**config.mk**
```make
export PLATFORM = sky130hd
export DESIGN_NAME = instruction_fetch_unit
export DESIGN_NICKNAME = d
export VERILOG_FILES = /design/src/rtl/instruction_fetch_unit.sv
export SDC_FILE = /design/constraint.sdc
export NUM_CORES = 1
export LEC_CHECK = 0
export CELL_PAD_IN_SITES_DETAIL_PLACEMENT = 1
export CELL_PAD_IN_SITES_GLOBAL_PLACEMENT = 1
export CORE_MARGIN = 3
export CORE_UTILIZATION = 48
export DETAILED_ROUTE_END_ITERATION = 8
export DONT_BUFFER_PORTS = 1
export GPL_TIMING_DRIVEN = 0
export PLACE_DENSITY_LB_ADDON = 0.2
export SLEW_MARGIN = 0
export SYNTH_ARGS = -nofsm -noshare
export SYNTH_HDL_FRONTEND = slang
export SYNTH_SLANG_ARGS = --single-unit
```
**constraint.sdc**
```tcl
create_clock -name Clock -period 2.5 [get_ports Clock]
set_clock_uncertainty 0.15 [all_clocks]
set_input_delay 0.125 -clock Clock [delete_from_list [all_inputs] [get_ports Clock]]
set_output_delay 0.125 -clock Clock [all_outputs]
set_load 0.02 [all_outputs]
```
**src/rtl/instruction_fetch_unit.sv**
```systemverilog
// Fetch stage: program counter, instruction-store addressing and the
// valid/ready hand-off of each fetched word to decode.
module instruction_fetch_unit #(
    parameter logic [9:0]  RESET_PC  = 10'd0,
    parameter logic [15:0] HALT_WORD = 16'hFFFF
) (
    input  logic        Clock,
    input  logic        Reset_n,
    input  logic        Start,
    output logic [9:0]  FetchAddress,
    input  logic [15:0] FetchData,
    output logic [15:0] InstrOut,
    output logic [9:0]  PCOut,
    output logic        InstrValid,
    input  logic        DecodeReady,
    input  logic        Redirect,
    input  logic [9:0]  RedirectPC,
    output logic        Halted,
    output logic [15:0] FetchCount
);

    localparam int unsigned AW = 10;
    localparam int unsigned DW = 16;
    localparam int unsigned CW = 16;

    typedef enum logic [1:0] {
        IDLE   = 2'd0,
        FETCH  = 2'd1,
        HALTED = 2'd2
    } state_t;

    state_t         state;
    logic [AW-1:0]  pc;

    // The store is addressed straight from the PC register.
    assign FetchAddress = pc;

    // Fetch control: redirect first, otherwise per-state capture/handshake.
    always_ff @(posedge Clock or negedge Reset_n) begin
        if (!Reset_n) begin
            state      <= IDLE;
            pc         <= RESET_PC;
            InstrOut   <= DW'(0);
            PCOut      <= AW'(0);
            InstrValid <= 1'b0;
            Halted     <= 1'b0;
            FetchCount <= CW'(0);
        end else if (Redirect) begin
            // Squash whatever is pending, even if decode is taking it now.
            pc         <= RedirectPC;
            InstrValid <= 1'b0;
            case (state)
                IDLE: begin
                    if (Start) state <= FETCH;
                end
                HALTED: begin
                    state  <= FETCH;
                    Halted <= 1'b0;
                end
                default: ;
            endcase
        end else begin
            case (state)
                IDLE: begin
                    if (InstrValid && DecodeReady) InstrValid <= 1'b0;
                    if (Start) state <= FETCH;
                end
                FETCH: begin
                    // Capture when the output slot is empty or being drained.
                    if (!InstrValid || DecodeReady) begin
                        InstrOut   <= FetchData;
                        PCOut      <= pc;
                        InstrValid <= 1'b1;
                        pc         <= pc + AW'(1);
                        FetchCount <= FetchCount + CW'(1);
                        if (FetchData == HALT_WORD) begin
                            state  <= HALTED;
                            Halted <= 1'b1;
                        end
                    end
                end
                HALTED: begin
                    if (InstrValid && DecodeReady) InstrValid <= 1'b0;
                end
                default: state <= IDLE;
            endcase
        end
    end

endmodule

```
# Word-level counts from Yosys, hierarchy flattened
# Index checks and enable logic that the tools add are counted.
dict set report totals {
  out_inout_bits 54
  wordCells 51
  reg_bits 56
  inputBits 31
}
dict set report op_classes {
  mux 18
  bitwise_logic 1
  add_sub_neg 2
  n_reduce_logical 14
  n_eq_ne 9
}
# operator n
set ops {}
lappend ops {{$mux W10} 3}
lappend ops {{$add A16 B1 Y16 const B} 1}
lappend ops {{$eq A16 B16 Y1 const B} 1}
lappend ops {{$add A10 B1 Y10 const B} 1}
lappend ops {{$mux W1} 8}
lappend ops {{$mux W2} 4}
lappend ops {{$reduce_and A4 Y1} 2}
lappend ops {{$ne A3 B1 Y1 const B} 2}
lappend ops {{$ne A3 B3 Y1 const B} 2}
lappend ops {{$pmux W2 S3} 1}
lappend ops {{$reduce_and A3 Y1} 2}
lappend ops {{$reduce_bool A2 Y1} 3}
lappend ops {{$pmux W2 S2} 1}
lappend ops {{$reduce_bool A3 Y1} 1}
lappend ops {{$eq A2 B1 Y1 const B} 1}
lappend ops {{$eq A2 B2 Y1 const B} 1}
lappend ops {{$logic_not A2 Y1} 1}
lappend ops {{$ne A2 B1 Y1 const B} 1}
lappend ops {{$ne A2 B2 Y1 const B} 1}
lappend ops {{$pmux W1 S2} 1}
lappend ops {{$reduce_and A2 Y1} 1}
lappend ops {{$reduce_or A2 Y1} 1}
lappend ops {{$logic_and A1 B1 Y1} 1}
lappend ops {{$logic_not A1 Y1} 1}
lappend ops {{2 further kinds} 2}

# Depth between registers and ports, before layout
dict set report depth {
  word_depth 5
  mapped_depth 5
  mapped_depth_nobuf 5
}

# Worst setup path before layout
# Ideal clock, no wire load.
dict set report synth_timing {
  path_kind {reg-to-reg}
  start {reg InstrValid}
  end {reg InstrOut[0]}
  setup_ns 0.125
  setup_slack_ns 0.671
  period_less_slack_ns 1.829
  path_buffers 2
  path_stages_with_launch 6
  t_required_ns 2.225
  t_arrival_ns 1.554
  path_cell_list {dfrtp_1 -> nor2b_1 -> nor3_1 -> buf_2 -> buf_4 -> mux2_2}
}
dict set report synth_between {
  elab_chain_len 3
}
# element line_no
set synth_lines {}
lappend synth_lines {{from (decl)} 14} ;# output logic InstrValid,
lappend synth_lines {{from (signal assigned)} 45} ;# InstrValid <= 1'b0;
lappend synth_lines {{from (signal assigned)} 51} ;# InstrValid <= 1'b0;
lappend synth_lines {{from (signal assigned)} 65} ;# if (InstrValid && DecodeReady) InstrValid <= 1'b0;
lappend synth_lines {{$logic_not A1 Y1} 70} ;# if (!InstrValid || DecodeReady) begin
lappend synth_lines {{$logic_or A1 B1 Y1} 70}
lappend synth_lines {{$reduce_and A3 Y1 (no line)} --}
lappend synth_lines {{to (signal assigned)} 71} ;# InstrOut <= FetchData;
lappend synth_lines {{to (decl)} 12} ;# output logic [15:0] InstrOut,
# Every way passes these cells.
# A chain may end at the register's enable or synchronous reset.

# Worst setup path after layout
dict set report layout_timing {
  start {reg InstrValid}
  end {reg FetchCount[14]}
}
dict set report layout_between {
  elab_chain_len 3
}
# element line_no
set layout_lines {}
lappend layout_lines {{$logic_not A1 Y1} 70}
lappend layout_lines {{$logic_or A1 B1 Y1} 70}
lappend layout_lines {{$reduce_and A3 Y1 (no line)} --}
lappend layout_lines {{to (signal assigned)} 75} ;# FetchCount <= FetchCount + CW'(1);
lappend layout_lines {{to (decl)} 19} ;# output logic [15:0] FetchCount
# Every way passes these cells.

==> flow_summary.json <==
{
  "placed_area_um2": 2540,
  "cellLeakagePower_nw": 1.268,
  "synth_area_leaders": "dfrtp_1 (57%), mux2_2 (12%), xnor2_1 (6.8%), nand4_1 (2.8%), nand2_1 (2.8%)",
  "mostFrequentLayoutCell": "dfrtp_1",
  "antenna_found_initial": 0,
  "place_congestion": 0.7563,
  "final.setup.tns_ns": 0,
  "areaGrowthSynthToFinish_pct": 20.17,
  "cts_resized": 0,
  "fp.dieW_um": 77.53,
  "clock-sinks": 56,
  "vias": 1769,
  "overflow": 0,
  "cts.clk_slew.worst_paths_ns": 0.10,
  "cts_max_path_buffers": 2,
  "die_h_um": 77.53,
  "slew_headroom": 0.4285,
  "start_util": 0.5066,
  "slew_violations": 0,
  "synth_cell_type_count": 30,
  "syn-num-nets": 238,
  "ios": 85,
  "num_rows": 25,
  "drt-vias-per-instance": 5.706,
  "finalCritPeriodShare": 0.8522,
  "async_flop_share": 1.000,
  "powerDensity_nw_per_um2": 744.5,
  "core_um2": 4848,
  "syn_area_um2": 2456,
  "drt-total-wl_mm": 6.422,
  "grtUsageTotal": 0.2238,
  "worstMarginPinSlew_ns": 0.8506,
  "synthCells": 205,
  "wl_per_cell_um": 20.72,
  "drc_errors": 0,
  "status": "finished clean",
  "fmax_mhz": 469.4,
  "io_buffer_count": 0,
  "drv_cap": 0,
  "crit_required_ns": 2.54,
  "cts_max_level": 2,
  "cts_setup_buffers": 0,
  "yosys_most_used_dff": "dfrtp_1",
  "grt_pass1_wl_mm": 10.29,
  "dp_hpwl_mm": 4.270,
  "synth_warnings": 0,
  "hp-class": "in2reg",
  "crit_path_start_kind": "register",
  "synth_edf_count": 0,
  "finalHoldViolCount": 0,
  "synth_top_area_share": 0.5706,
  "setup_violations": 0,
  "ir_drop_mv": 0.4381,
  "seq_area_frac_synth": 0.5706,
  "clk_latency_ns": 0.31,
  "layout-drive-gt1-share": 0.1770,
  "grt_max_degree": 57,
  "cp_max_fo": 10,
  "numCtsBuffers": 5,
  "drt-initial-drc-count": 91,
  "arrival_ns": 2.17,
  "clockRootBuffer": "clkbuf_8",
  "ant_nets": 0,
  "post-route-util": 0.6088,
  "fin_area_um2": 2952,
  "die-area_um2": 6011,
  "final_cell_mix": "dfrtp_1 (56), dlygate4sd3_1 (29), mux2_2 (27)",
  "cts_tree": "done",
  "period_needed_ns": 2.131,
  "first_pass_iters": 4,
  "avgSynthCellArea_um2": 11.98,
  "cp-end-kind": "register",
  "n_antenna_cell": 0,
  "crit_type": "reg2reg",
  "synth-seq-cells": 56,
  "grt_pass1_vias": 1895,
  "synth_largest_area_cell": "dfrtp_1",
  "rsz0062_at_grt": "false",
  "layout.nets": 275
}
==> per-layer routing <==
| metal | global-route usage | wire [um] |
|---|---|---|
| met4 | 0.06584 | 92 |
| met1 | 0.2538 | 2441 |
| met3 | 0.06845 | 395 |
| met2 | 0.4033 | 3493 |
| met5 | 0 | 0 |
==> power breakdown <==
| group | switching (mW) | internal, mW |
|---|---|---|
| clock | 0.286 | 0.226 |
| combinational | 0.137 | 0.173 |
| sequential | 0.335 | 1.04 |
| total | 0.757 | 1.44 |
==> per-stage QoR <==
stage	setup WS, ns	instances	hold WS (ns)	power (mW)
after detailed placement	0.3221	272	-0.3193	1.641
after global placement	0.4308	272	-0.3194	1.608
final	0.3695	310	0.02061	2.197
after global routing	0.2015	310	0.04826	2.310
after floorplan	0.6713	205	-0.3206	1.542
after CTS	0.2988	310	0.002673	2.208
==> path summary, 6_finish.rpt <==
path                                startpoint              end  slack, ns  cells after the start
worst max-delay path                InstrValid   FetchCount[14]       0.37                      5
worst min-delay path              FetchData[3]           Halted       0.02                      4
worst max register to register      InstrValid   FetchCount[14]       0.37                      5
worst min register to register  FetchCount[15]   FetchCount[15]       0.46                      1
max in group asynchronous              Reset_n      InstrOut[5]       1.77                      2
min in group asynchronous              Reset_n  FetchAddress[6]       0.20                      2
==> critical path, stage by stage (launching register included) <==
cell and delay, ns:
dfrtp_1 0.49, nor2b_1 0.21, buf_2 0.21, nor4_2 0.57, nand4_1 0.22, xnor2_1 0.17
==> cells by family after synthesis <==
logic type               after synthesis  share of synthesized area
flip-flops                            56                     0.5706
multiplexers                          28                     0.1279
XOR/XNOR                              23                    0.08202
adder cells (fa/ha/maj)                2                    0.01019
buffers and inverters                 12                    0.02241
AO/OA/AOI/OAI                         15                    0.03159
AND/OR/NAND/NOR                       69                     0.1554
==> what timing repair did <==
| action | in CTS | in global routing |
|---|---|---|
| hold buffers | 30 | 0 |
| endpoints found under the setup margin | 0 | 0 |
| endpoints found under the hold margin | 86 | 0 |
==> Yosys cell counts, drive strengths merged (2+ instances only) <==
library cell / count
o21ai: 12
and3: 7
and2: 2
nor2: 4
dfrtp: 56
clkbuf: 3
a21oi: 2
xnor2: 19
nor4: 5
nor2b: 3
nand2: 18
nor3: 6
nand3: 6
buf: 6
inv: 3
xor2: 4
nand4: 11
mux2: 27
ha: 2
==> sequential cells by signal (all words and copies together), names as in the netlist <==
name,flops
Halted,1
FetchCount,16
state,2
FetchAddress,10
InstrOut,16
PCOut,10
InstrValid,1
==> cell type report <==
type | count | area, um^2
Timing Repair Buffer | 30 | 317.8
Buffer | 9 | 43.79
Sequential cell | 56 | 1401
Clock buffer | 7 | 86.33
Inverter | 3 | 11.26
Clock inverter | 1 | 7.507
Tap cell | 67 | 83.83
Fill cell | 508 | 1897
Multi-Input combinational cell | 137 | 999.7
Note: power is estimated with default switching activity, not from simulation.
